===== config.mk =====
export PLATFORM = sky130hd
export DESIGN_NAME = dac_spi_serializer_flat
export DESIGN_NICKNAME = d
export VERILOG_FILES = /design/src/rtl/dac_spi_serializer_pkg.sv /design/src/rtl/dac_spi_serializer_if.sv /design/src/rtl/dac_spi_serializer_half_tick.sv /design/src/rtl/dac_spi_serializer.sv /design/src/flat_wrapper.sv
export SDC_FILE = /design/constraint.sdc
export NUM_CORES = 1
export LEC_CHECK = 0
export BUFFER_PORTS_ARGS = -buffer_cell sky130_fd_sc_hd__buf_4
export CORE_UTILIZATION = 50
export DETAILED_ROUTE_END_ITERATION = 10
export PLACE_DENSITY_LB_ADDON = 0.25
export SKIP_LAST_GASP = 1
export SLEW_MARGIN = 20
export SYNTH_ARGS = -nofsm -noshare
export SYNTH_HDL_FRONTEND = slang
export SYNTH_HIERARCHICAL = 1
export SYNTH_SLANG_ARGS = --single-unit

===== constraint.sdc =====
create_clock -name clk -period 2.3 [get_ports clk]
set_input_delay 0.23 -clock clk [delete_from_list [all_inputs] [get_ports clk]]
set_output_delay 0.23 -clock clk [all_outputs]
set_load 0.02 [all_outputs]

===== src/rtl/dac_spi_serializer_pkg.sv =====
// Shared constants, state encoding and frame builder for the MCP4822 SPI serializer.
package dac_spi_serializer_pkg;

  localparam int unsigned FRAME_W    = 16;
  localparam int unsigned DATA_W     = 12;
  localparam int unsigned BIT_CNT_W  = 4;
  localparam int unsigned CH_BIT     = 15;
  localparam int unsigned GA_N_BIT   = 13;
  localparam int unsigned SHDN_N_BIT = 12;
  localparam int unsigned STATE_W    = 3;

  typedef logic [STATE_W-1:0] dac_state_t;

  localparam dac_state_t ST_IDLE       = 3'd0;
  localparam dac_state_t ST_CS_SETUP   = 3'd1;
  localparam dac_state_t ST_SHIFT      = 3'd2;
  localparam dac_state_t ST_CS_HOLD    = 3'd3;
  localparam dac_state_t ST_CS_GAP     = 3'd4;
  localparam dac_state_t ST_LDAC_PULSE = 3'd5;

  // MCP4822 command word: {ch, 0, GA_n, SHDN_n, data}
  function automatic logic [FRAME_W-1:0] build_frame(input logic              ch,
                                                     input logic              gain2x,
                                                     input logic              en,
                                                     input logic [DATA_W-1:0] data);
    logic [FRAME_W-1:0] f;
    f             = '0;
    f[CH_BIT]     = ch;
    f[GA_N_BIT]   = ~gain2x;
    f[SHDN_N_BIT] = en;
    f[DATA_W-1:0] = data;
    return f;
  endfunction

endpackage


===== src/rtl/dac_spi_serializer_if.sv =====
// Sample-pair handshake from the waveform generator into the DAC serializer.
interface dac_spi_serializer_if;
  import dac_spi_serializer_pkg::*;

  logic              in_valid;
  logic              in_ready;
  logic [DATA_W-1:0] sample_a;
  logic [DATA_W-1:0] sample_b;
  logic              gain2x_a;
  logic              gain2x_b;
  logic              en_a;
  logic              en_b;

  modport master (
    output in_valid, sample_a, sample_b, gain2x_a, gain2x_b, en_a, en_b,
    input  in_ready
  );

  modport slave (
    input  in_valid, sample_a, sample_b, gain2x_a, gain2x_b, en_a, en_b,
    output in_ready
  );

endinterface


===== src/rtl/dac_spi_serializer_half_tick.sv =====
// SCK half-period timer: tick on the last of every CLK_DIV cycles, restarted by i_load.
module dac_spi_serializer_half_tick #(
  parameter int unsigned CLK_DIV = 4
) (
  input  logic clk,
  input  logic resetn,
  input  logic i_load,
  output logic o_tick_c
);

  localparam int unsigned CNT_W = $clog2(CLK_DIV + 1);
  localparam logic [CNT_W-1:0] TERM = CNT_W'(CLK_DIV - 1);

  logic [CNT_W-1:0] r_cnt;

  always_ff @(posedge clk or negedge resetn) begin
    if (!resetn) begin
      r_cnt <= '0;
    end else if (i_load || (r_cnt == TERM)) begin
      r_cnt <= '0;
    end else begin
      r_cnt <= r_cnt + CNT_W'(1);
    end
  end

  assign o_tick_c = (r_cnt == TERM);

endmodule


===== src/rtl/dac_spi_serializer.sv =====
// Serializes one A/B sample pair into two MCP4822 SPI frames, then pulses ldac so both
// outputs update together.
module dac_spi_serializer
  import dac_spi_serializer_pkg::*;
#(
  parameter int unsigned CLK_DIV = 4
) (
  input  logic                 clk,
  input  logic                 resetn,
  dac_spi_serializer_if.slave  bus,
  output logic                 cs,
  output logic                 spi_clk_out,
  output logic                 sdi,
  output logic                 ldac,
  output logic                 frame_done
);

  if (CLK_DIV < 1) begin : g_bad_clk_div
    $error("dac_spi_serializer: CLK_DIV must be >= 1");
  end

  dac_state_t           r_state,   w_state_nxt;
  logic                 r_cs,      w_cs_nxt;
  logic                 r_sck,     w_sck_nxt;
  logic                 r_ldac,    w_ldac_nxt;
  logic                 r_done,    w_done_nxt;
  logic                 r_rdy,     w_rdy_nxt;
  logic                 r_is_b,    w_is_b_nxt;
  logic [BIT_CNT_W-1:0] r_bit_cnt, w_bit_cnt_nxt;
  logic [FRAME_W-1:0]   r_shift,   w_shift_nxt;
  logic [FRAME_W-1:0]   r_frame_b, w_frame_b_nxt;
  logic                 w_accept;
  logic                 w_tick;

  dac_spi_serializer_half_tick #(
    .CLK_DIV (CLK_DIV)
  ) u_half_tick (
    .clk      (clk),
    .resetn   (resetn),
    .i_load   (w_accept),
    .o_tick_c (w_tick)
  );

  always_ff @(posedge clk or negedge resetn) begin
    if (!resetn) begin
      r_state   <= ST_IDLE;
      r_cs      <= 1'b1;
      r_sck     <= 1'b0;
      r_ldac    <= 1'b1;
      r_done    <= 1'b0;
      r_rdy     <= 1'b1;
      r_is_b    <= 1'b0;
      r_bit_cnt <= '0;
      r_shift   <= '0;
      r_frame_b <= '0;
    end else begin
      r_state   <= w_state_nxt;
      r_cs      <= w_cs_nxt;
      r_sck     <= w_sck_nxt;
      r_ldac    <= w_ldac_nxt;
      r_done    <= w_done_nxt;
      r_rdy     <= w_rdy_nxt;
      r_is_b    <= w_is_b_nxt;
      r_bit_cnt <= w_bit_cnt_nxt;
      r_shift   <= w_shift_nxt;
      r_frame_b <= w_frame_b_nxt;
    end
  end

  // Frame A goes straight into the shift register at accept; only frame B needs holding.
  always_comb begin
    w_state_nxt   = r_state;
    w_cs_nxt      = r_cs;
    w_sck_nxt     = r_sck;
    w_ldac_nxt    = r_ldac;
    w_done_nxt    = 1'b0;
    w_rdy_nxt     = r_rdy;
    w_is_b_nxt    = r_is_b;
    w_bit_cnt_nxt = r_bit_cnt;
    w_shift_nxt   = r_shift;
    w_frame_b_nxt = r_frame_b;
    w_accept      = 1'b0;

    case (r_state)
      ST_IDLE: begin
        if (bus.in_valid) begin
          w_accept      = 1'b1;
          w_state_nxt   = ST_CS_SETUP;
          w_cs_nxt      = 1'b0;
          w_rdy_nxt     = 1'b0;
          w_is_b_nxt    = 1'b0;
          w_shift_nxt   = build_frame(1'b0, bus.gain2x_a, bus.en_a, bus.sample_a);
          w_frame_b_nxt = build_frame(1'b1, bus.gain2x_b, bus.en_b, bus.sample_b);
        end
      end
      ST_CS_SETUP: begin
        if (w_tick) begin
          w_state_nxt   = ST_SHIFT;
          w_sck_nxt     = 1'b1;
          w_bit_cnt_nxt = BIT_CNT_W'(FRAME_W - 1);
        end
      end
      ST_SHIFT: begin
        // sdi advances on the falling edge; bit 0 keeps its value through the final low phase
        if (w_tick) begin
          if (r_sck) begin
            w_sck_nxt = 1'b0;
            if (r_bit_cnt != '0) begin
              w_shift_nxt = {r_shift[FRAME_W-2:0], 1'b0};
            end
          end else if (r_bit_cnt == '0) begin
            w_state_nxt = ST_CS_HOLD;
          end else begin
            w_sck_nxt     = 1'b1;
            w_bit_cnt_nxt = r_bit_cnt - BIT_CNT_W'(1);
          end
        end
      end
      ST_CS_HOLD: begin
        if (w_tick) begin
          w_state_nxt = ST_CS_GAP;
          w_cs_nxt    = 1'b1;
          w_shift_nxt = '0;
        end
      end
      ST_CS_GAP: begin
        if (w_tick) begin
          if (!r_is_b) begin
            w_state_nxt = ST_CS_SETUP;
            w_cs_nxt    = 1'b0;
            w_is_b_nxt  = 1'b1;
            w_shift_nxt = r_frame_b;
          end else begin
            w_state_nxt = ST_LDAC_PULSE;
            w_ldac_nxt  = 1'b0;
          end
        end
      end
      ST_LDAC_PULSE: begin
        if (w_tick) begin
          w_state_nxt = ST_IDLE;
          w_ldac_nxt  = 1'b1;
          w_done_nxt  = 1'b1;
          w_rdy_nxt   = 1'b1;
        end
      end
      default: begin
        w_state_nxt = ST_IDLE;
      end
    endcase
  end

  assign bus.in_ready = r_rdy;
  assign cs           = r_cs;
  assign spi_clk_out  = r_sck;
  assign sdi          = r_shift[FRAME_W-1];
  assign ldac         = r_ldac;
  assign frame_done   = r_done;

endmodule


===== src/flat_wrapper.sv =====
// flat-port wrapper written by rule: the top's interface ports become plain ports
module dac_spi_serializer_flat import dac_spi_serializer_pkg::*;
#(
  parameter int unsigned CLK_DIV = 4
)
  (clk, resetn, cs, spi_clk_out, sdi, ldac, frame_done, bus_in_valid, bus_sample_a, bus_sample_b, bus_gain2x_a, bus_gain2x_b, bus_en_a, bus_en_b, bus_in_ready);
  dac_spi_serializer_if bus_i ();
  input  logic clk;
  input  logic resetn;
  output logic cs;
  output logic spi_clk_out;
  output logic sdi;
  output logic ldac;
  output logic frame_done;
  input wire logic [$bits(bus_i.in_valid)-1:0] bus_in_valid;
  input wire logic [$bits(bus_i.sample_a)-1:0] bus_sample_a;
  input wire logic [$bits(bus_i.sample_b)-1:0] bus_sample_b;
  input wire logic [$bits(bus_i.gain2x_a)-1:0] bus_gain2x_a;
  input wire logic [$bits(bus_i.gain2x_b)-1:0] bus_gain2x_b;
  input wire logic [$bits(bus_i.en_a)-1:0] bus_en_a;
  input wire logic [$bits(bus_i.en_b)-1:0] bus_en_b;
  output wire logic [$bits(bus_i.in_ready)-1:0] bus_in_ready;
  assign bus_i.in_valid = bus_in_valid;
  assign bus_i.sample_a = bus_sample_a;
  assign bus_i.sample_b = bus_sample_b;
  assign bus_i.gain2x_a = bus_gain2x_a;
  assign bus_i.gain2x_b = bus_gain2x_b;
  assign bus_i.en_a = bus_en_a;
  assign bus_i.en_b = bus_en_b;
  assign bus_in_ready = bus_i.in_ready;
  dac_spi_serializer #(.CLK_DIV(CLK_DIV)) u_core (.clk(clk), .resetn(resetn), .bus(bus_i), .cs(cs), .spi_clk_out(spi_clk_out), .sdi(sdi), .ldac(ldac), .frame_done(frame_done));
endmodule

==> summary.txt <==
Setup path
  – Crit path max fanout: 16
  – Category of the most critical setup path: flop to flop
  – Number of buffers and inverters on the critical path: 0
  – Cell with the biggest individual delay on the critical path: sky130_fd_sc_hd__dfrtp_1
  – Number of logic stages on the critical path including buffering: 4
  – Endpoint kind of the worst setup timing path: flop
  – Register-to-Register Path Depth: 4
  – Critical path required time: 2.49 ns
  – Setup crit start kind: flop
  – Slowest Stage Delay on Critical Path: 0.66 ns
  – Critical path's top delay family: simple AND/OR/NAND/NOR gates
  – Signal arrival time at the worst endpoint: 2.27 ns
  – CP Cell Sequence: nor2b_1 > a221oi_2 > nor2_4 > mux2_2

Global routing
  – Global route total overflow: 0
  – Wire length of the first global-routing pass: 8630 um
  – Largest net degree at the start of global routing: 48
  – Overall fraction of global-route tracks in use: roughly 21%
  – Number of antenna violations at the first check in global routing: 0
  – Number of global-route vias before repair: 1809

Power
  – Lkg Pwr: between 1 and 1.5 nW
  – Power per Cell Area: 1320 mW/mm^2
  – Maximum resistive drop on vdd: around 0.00054 V

Logic synthesis
  – Post-Syn Instances: 232
  – Warnings from Yosys: 6
  – Post-synth ARST share: between 90% and 100%
  – Number of nets in the synthesized netlist: approximately 270
  – Top FF cell, synth: sky130_fd_sc_hd__dfrtp_1
  – Part of the Yosys area used for sequential elements: 48.0%
  – Count of cell types in the netlist: 44
  – Post-synthesis sequential element count: 47
  – Netlist area before placement: 0.00246 sq mm
  – Per-instance average area after synthesis: 10.6 sq um
  – Number of enable-type register cells in the synthesized netlist: 0

Timing
  – Headroom to the max-slew limit: 60.3%
  – Setup repair after global routing missed its margin: no
  – Tcrit/Tclk final: roughly 90%
  – Final slew viol count: 0
  – Hold violation count in the final report: 0
  – Aggregate negative setup slack: 0 ns
  – Worst Tran Pin Value: 0.596 ns
  – Final worst path period need: 2.08 ns
  – Final Skew: between 0.01 and 0.015 ns
  – Final Setup Violations: 0
  – Max frequency: 0.482 GHz

Floorplan
  – Number of top-level pins: 37
  – Area enclosed by the die boundary: approximately 0.0052 sq mm
  – CORE AREA: about 0.0047 sq mm
  – Site Rows: 25
  – Width of the chip: roughly 70 um
  – Y dimension of the die: between 70 and 80 um
  – Starting density of the core: 52.0%

Drt
  – Total detailed-routing wirelength: 4970 um
  – Drt wl/cell: approximately 15 um
  – Number of vias in the routed layout: approximately 1900
  – Detailed-routing iteration count for the pre-antenna-repair pass: 4
  – Average via count per standard cell: around 5.6
  – Final routed DRC violation total: 0
  – Number of nets with antenna violations after routing: 0
  – Iter 0 DRT Violations: 176

Clock tree
  – Number of CTS-inserted buffers: 5
  – TritonCTS clock tree: done
  – Clock-pin slew reported for the worst setup and hold paths after clock tree synthesis: 0.10 ns
  – Post-CTS sizing: 0
  – Worst-skew pair later-pin latency: 0.31 ns
  – Maximum buffer depth of the clock tree: 2
  – Max H-tree Level: 2
  – Buffer type at the clock tree root: sky130_fd_sc_hd__clkbuf_8
  – Number of sinks on the clock net: 47

Run status
  – Result of the run: finished clean

Min path
  – Classification of the worst-slack hold path: input pin to flop
  – Hold Path Cell Cnt: 2

Finish
  – Utilization after layout: 62.3%
  – Most used cells in the layout excluding fill and tap cells: sky130_fd_sc_hd__buf_4 (44), sky130_fd_sc_hd__dfrtp_1 (44), sky130_fd_sc_hd__nand2_1 (38)
  – Share of final-layout standard cells stronger than drive strength 1: 34.8%
  – # diodes: 0
  – Growth of design area from synthesis to finish: 19.7%
  – Final Net Count: ~300

Placed design
  – Number of input and output port buffers inserted: 36
  – Dpl hpwl: 3380 um
  – Global placer's final weighted congestion: 0.823

Run
  – Number of max-cap violations: 0
kinds of logic after synthesis:
group / Yosys count / synth area share, %
and+or+nand+nor: 76 / 15.6
muxes: 32 / 15.9
DFF: 47 / 48.0
adders and majority gates: 3 / 1.53
AOI/OAI and AO/OA: 50 / 14.5
buffers and inverters: 23 / 4.08
xor gates and xnor gates: 1 / 0.357
routing by layer:
| metal | part of all wire (%) | wire length, um | up-vias | global-route usage (%) |
|---|---|---|---|---|
| li1 | - | - | 906 | - |
| met1 | 48 | 2370 | 933 | 30.1 |
| met2 | 48 | 2370 | 40 | 33.0 |
| met3 | 3.6 | 178 | 4 | 4.58 |
| met4 | 0.99 | 49 | 0 | 7.41 |
| met5 | 0 | 0 | - | 0 |
Yosys cell counts, types with 2 or more instances:
| master | number | area share (%) |
|---|---|---|
| sky130_fd_sc_hd__buf_2 | 5 | 1.0 |
| sky130_fd_sc_hd__o21ai_1 | 2 | 0.41 |
| sky130_fd_sc_hd__clkbuf_1 | 8 | 1.2 |
| sky130_fd_sc_hd__a21oi_1 | 4 | 0.82 |
| sky130_fd_sc_hd__nor2_1 | 11 | 1.7 |
| sky130_fd_sc_hd__a22oi_1 | 2 | 0.61 |
| sky130_fd_sc_hd__a221oi_1 | 13 | 4.6 |
| sky130_fd_sc_hd__dfrtp_1 | 44 | 45 |
| sky130_fd_sc_hd__a31oi_1 | 12 | 3.1 |
| sky130_fd_sc_hd__inv_1 | 8 | 1.2 |
| sky130_fd_sc_hd__nand2_1 | 38 | 5.8 |
| sky130_fd_sc_hd__dfstp_2 | 3 | 3.2 |
| sky130_fd_sc_hd__nor4_1 | 2 | 0.51 |
| sky130_fd_sc_hd__mux2_2 | 20 | 9.2 |
| sky130_fd_sc_hd__mux2i_1 | 3 | 1.2 |
| sky130_fd_sc_hd__nor2b_1 | 6 | 1.5 |
| sky130_fd_sc_hd__nor3b_1 | 2 | 0.61 |
| sky130_fd_sc_hd__mux2_4 | 9 | 5.5 |
| sky130_fd_sc_hd__nor3_1 | 2 | 0.41 |
| sky130_fd_sc_hd__or2_2 | 3 | 0.76 |
| sky130_fd_sc_hd__ha_1 | 3 | 1.5 |
| sky130_fd_sc_hd__o21ai_0 | 10 | 2.0 |
stage by stage:
step,instance area [sq um],setup slack (ns),hold WS (ns),cells,total power (W)
floorplan,2460,0.180,-0.0656,232,0.00281
global placement,2810,0.327,0.275,328,0.00321
detailed placement,2810,0.248,0.277,328,0.00327
CTS,2940,0.242,0.0724,337,0.00392
global route,2940,0.0423,0.0678,337,0.00418
finish,2940,0.223,0.0733,337,0.00389
state kept, by name, summed over array words and instances (netlist names):
register / count
u_core/u_half_tick/r_cnt: 3
u_core/r_is_b: 1
u_core/ldac: 1
u_core/r_state: 3
u_core/bus.in_ready: 1
u_core/r_bit_cnt: 4
u_core/r_shift: 16
u_core/cs: 1
u_core/r_frame_b: 15
u_core/frame_done: 1
u_core/spi_clk_out: 1
final timing paths:
path,startpoint,end,slack [ns]
max,u_core/r_state[1],u_core/r_shift[3],0.22
min,bus_gain2x_b,u_core/r_frame_b[13],0.07
max reg2reg,u_core/r_state[1],u_core/r_shift[3],0.22
min reg2reg,u_core/u_half_tick/r_cnt[0],u_core/u_half_tick/r_cnt[0],0.46
max in group asynchronous,resetn,u_core/r_shift[14],1.43
min in group asynchronous,resetn,u_core/r_is_b,0.46
report_power, final:
part	internal, W	total, W	leakage [nW]	switching, W
clock	0.000358	0.000649	0.0618	0.000291
sequential	0.00123	0.00153	0.555	0.000301
combinational	0.000897	0.00172	0.693	0.000820
total	0.00248	0.00389	1.31	0.00141
timing repair:
action                                  CTS  global route
hold endpoints to repair                 44             0
buffers inserted                          0             0
hold buffers                              1             0
endpoints found under the setup margin    0             0
cell type report:
type | instances | area (sq um)
multi-input combinational | 162 | 1180
clock inverter | 2 | 38.8
clock buffer | 6 | 82.6
tap | 67 | 83.8
timing repair buffer | 45 | 340
sequential | 47 | 1180
inverter | 8 | 30.0
fill | 411 | 1780
No activity file was read; power rests on OpenSTA's default activity.
